[src/rtl/ece241_q2_result_monitor.sv]
// Result monitor for the ece241 q2 decoder: cross-checks SOP against POS,
// counts samples and hits, flags runs of hits and latches the first disagreement.
module ece241_q2_result_monitor #(
  parameter int CNT_W   = 16,
  parameter int RUN_LEN = 3
) (
  input  logic             clk,
  input  logic             resetn,
  input  logic             clear,
  input  logic             in_valid,
  input  logic             sop,
  input  logic             pos,
  output logic [CNT_W-1:0] sample_count,
  output logic [CNT_W-1:0] hit_count,
  output logic             run_pulse,
  output logic             mismatch,
  output logic [CNT_W-1:0] err_index,
  output logic [1:0]       state
);

  // Handshake: in_valid alone qualifies sop/pos; there is no ready, every
  // valid cycle with resetn=1 and clear=0 is consumed, all others are ignored.

  localparam logic [1:0] S_IDLE  = 2'd0;
  localparam logic [1:0] S_TRACK = 2'd1;
  localparam logic [1:0] S_ERROR = 2'd2;

  localparam logic [CNT_W-1:0] CNT_MAX  = '1;
  localparam logic [7:0]       RUN_LAST = 8'(RUN_LEN - 1);

  logic [7:0] run_cnt;

  always_ff @(posedge clk) begin
    if (!resetn || clear) begin
      sample_count <= '0;
      hit_count    <= '0;
      run_pulse    <= 1'b0;
      mismatch     <= 1'b0;
      err_index    <= '0;
      state        <= S_IDLE;
      run_cnt      <= '0;
    end else begin
      run_pulse <= 1'b0;
      if (in_valid) begin
        if (sample_count != CNT_MAX) sample_count <= sample_count + 1'b1;
        case (state)
          S_IDLE, S_TRACK: begin
            if (sop != pos) begin
              state     <= S_ERROR;
              mismatch  <= 1'b1;
              err_index <= sample_count;
              run_cnt   <= '0;
            end else begin
              state <= S_TRACK;
              if (sop) begin
                if (hit_count != CNT_MAX) hit_count <= hit_count + 1'b1;
                // Runs do not overlap: completing one restarts the count.
                if (run_cnt == RUN_LAST) begin
                  run_pulse <= 1'b1;
                  run_cnt   <= '0;
                end else begin
                  run_cnt <= run_cnt + 8'd1;
                end
              end else begin
                run_cnt <= '0;
              end
            end
          end
          S_ERROR: ;
          default: state <= S_IDLE;
        endcase
      end
    end
  end

endmodule

[config.mk]
export PLATFORM = sky130hd
export DESIGN_NAME = ece241_q2_result_monitor
export DESIGN_NICKNAME = d
export VERILOG_FILES = /design/src/rtl/ece241_q2_result_monitor.sv
export SDC_FILE = /design/constraint.sdc
export NUM_CORES = 1
export LEC_CHECK = 0
export ABC_AREA = 1
export BUFFER_PORTS_ARGS = -buffer_cell sky130_fd_sc_hd__buf_2
export CORE_MARGIN = 4
export CORE_UTILIZATION = 59
export DETAILED_ROUTE_END_ITERATION = 12
export PLACE_DENSITY = 0.84
export SLEW_MARGIN = 20
export SYNTH_ARGS = -nofsm -noshare
export SYNTH_HDL_FRONTEND = slang
export SYNTH_SLANG_ARGS = --single-unit
[constraint.sdc]
create_clock -name clk -period 4.9 [get_ports clk]
set_clock_uncertainty 0.15 [all_clocks]
set_input_delay 0.98 -clock clk [delete_from_list [all_inputs] [get_ports clk]]
set_output_delay 0.98 -clock clk [all_outputs]
set_load 0.05 [all_outputs]
==> metrics <==
core footprint=0.00482 mm^2; total CTS buffers=9; minimum clock period=roughly 2.5 ns; worst reg2reg path depth=9; vias in the first global route=2706; # setup viols final=0; Mapped Area=0.00300 mm^2; root buffer cell=clkbuf_8; hold slack=0.298 ns; Seq/Total Area, Yosys=0.400; setup bufs post-CTS=0; CP arrival=2.63 ns; clk_lat worst skew=0.33 ns; initial DRC count=141; Tightest Hold Check Type=reg -> reg; Crit Path Class=in -> reg; slowest stage delay, CP=0.61 ns; most area-consuming cells after synthesis=dfxtp_1 (40%), nand2_1 (15%), nand3_1 (7.5%), nor2_1 (7.0%), a21oi_1 (6.8%); CTS Sinks=60; Final Util=0.716; drt total wl=6850 um; Synth top area share=0.400; dpl ws=roughly 2.0 ns; post-route cell area=roughly 0.0035 mm^2; reg-to-reg critical path endpoint=hit_count[13]; post-synth top area cell=dfxtp_1; WP data required=4.99 ns; cells along the critical path=buf_2, nor2_2, inv_1, buf_4, nor3_1; layout cell share with drive strength beyond 1=0.199; GP Congestion=about 0.86; syn_nets=about 440; final worst slack=around 2.4 ns; combinational cell fraction of total power=0.061; Net Sw Power=0.237 mW; RSZ-0062 raised after global routing=false; r2r setup slk=~2.9 ns; Fin. Hold Viols=0; WHS Endpoint=mismatch; Vias/cell=5.23; vias=2926; Slew Viols, Final=0; Yosys reg bits=60; # rows=25; outcome=completed; worst setup path start=clear; TritonRoute pass-1 iters=4; max_cap viols=0; post-route insts no fill=559; Post-DP Area=0.00328 mm^2; Placed Cells=543; H-tree depth=3; CTS max path bufs=2; fin nets=497; CTS resizes=0; clock transition at the registers of the reported paths=0.07 ns; first-pass GRT wire length=12000 um; IO Port Bufs=57; leakage=1.34 nW; PD cells=270 mW/mm^2; Chip Width=79.4 um; largest net degree at the start of global routing=33; origin of the critical flop-to-flop path=hit_count[0]; slowest cell on the critical path=nor2_2; die area=0.00630 mm^2; CTS tree=built; Routed Antenna Nets=0; mean routed wirelength per cell=about 12 um; hold path depth=2; part of the power in the clock network=0.410; Cell Int Power=0.695 mW; Slew HR=0.482; hold_sp=mismatch; yosys warns=0; CP endpoint kind=flip-flop; diodes inserted=0; synthesized area per cell=6.95 um^2; Cells after Synth=~430; final setup TNS=0 ns; CP delay by family, top=simple AND/OR/NAND/NOR gates; overall power=0.933 mW; Post-DP HPWL=4890 um; Seq pwr share=0.529; final period utilization=0.518; Area Growth Syn to Fin=14.9%; Distinct cells, synth=25; Total GRT Usage=0.240; worst slew pin tran=just under 0.8 ns; CP Depth=5; hold_buf cts=0; Initial Utilization=0.624; Die H=79.4 um; Worst Path Buf+Inv=3; I/O pin count=58; Max FO, Critical Path=32; grt ovf=0; Net Sw Frac=0.255; Achievable Freq=0.394 GHz; DR DRC count=0; maximum VDD drop=0.189 mV; CP Launch Type=primary input; initial antenna violation count=0
-- power groups by stage --
stage	clock network [mW]	logic, mW	registers, mW
finish	0.382	0.0571	0.493
detailed placement	0	0.0570	0.504
floorplan	0	0.0413	0.511
global placement	0	0.0558	0.504
global route	0.411	0.0629	0.493
CTS	0.387	0.0572	0.493
-- Yosys cell counts, drive strengths merged --
library cell / number
nor2: 63
dfxtp: 60
nand4: 8
nand2: 129
a21oi: 49
inv: 31
nor3b: 1
nand3: 45
o21ai: 7
xnor2: 4
nor3: 9
clkbuf: 3
ha: 4
or2: 1
xor2: 7
buf: 11
-- worst max path at each step --
stage	end	slack [ns]
finish	run_pulse	2.36
global route	run_pulse	2.27
CTS	run_pulse	2.37
detailed placement	run_pulse	2.03
global placement	run_pulse	2.15
floorplan	err_index[15]	2.80
-- state kept, by name, indices dropped and copies added, names as in the netlist --
register and count:
err_index 16, hit_count 16, sample_count 16, run_cnt 8
state 2, mismatch 1, run_pulse 1
-- cells in the final DEF (no fill, tap or decap), drive strengths merged --
cell type,synthesis,layout
dfxtp,60,60
clkbuf,3,11
nand3,45,45
xor2,7,7
nand4,8,8
nor3b,1,1
or2,1,1
clkinv,0,4
xnor2,4,4
a21oi,49,49
buf,11,58
nor3,9,9
nor2,63,63
inv,31,31
nand2,129,129
clkinvlp,0,1
o21ai,7,7
ha,4,4
-- final cells by class --
class,count,area [um^2]
clock buffers,11,141
clock inverters,5,27.5
fillers,424,1370
inverters,31,116
multi-input cells,327,1590
flip-flops and latches,60,1200
well taps,67,83.8
repair buffers,58,293
-- cells by family (layout without fill, tap and decap cells) --
kind of cell / count (synthesis) / after routing / synth area share
XOR/XNOR: 11 / 11 / 0.0321
buffers and inverters: 45 / 105 / 0.0716
flip-flops: 60 / 60 / 0.400
AO/OA/AOI/OAI: 56 / 56 / 0.107
adder cells (fa/ha/maj): 4 / 4 / 0.0167
AND/OR/NAND/NOR: 256 / 256 / 0.373
-- per-layer routing --
metal  global-route usage  wire, um
met5                    0         0
met4               0.0979       104
met3               0.0431       392
met2                0.406      3350
met1                0.299      3000
-- worst register-to-register path, cell delays in order, from the launching register on --
cell and delay [ns]:
dfxtp_1 0.45, ha_1 0.26, inv_1 0.06, nor2_2 0.19
nand3_1 0.17, nand2_2 0.11, nand2_4 0.15, inv_2 0.16
nand2_1 0.07, a21oi_1 0.15
Power figures use the tool's default switching activity.
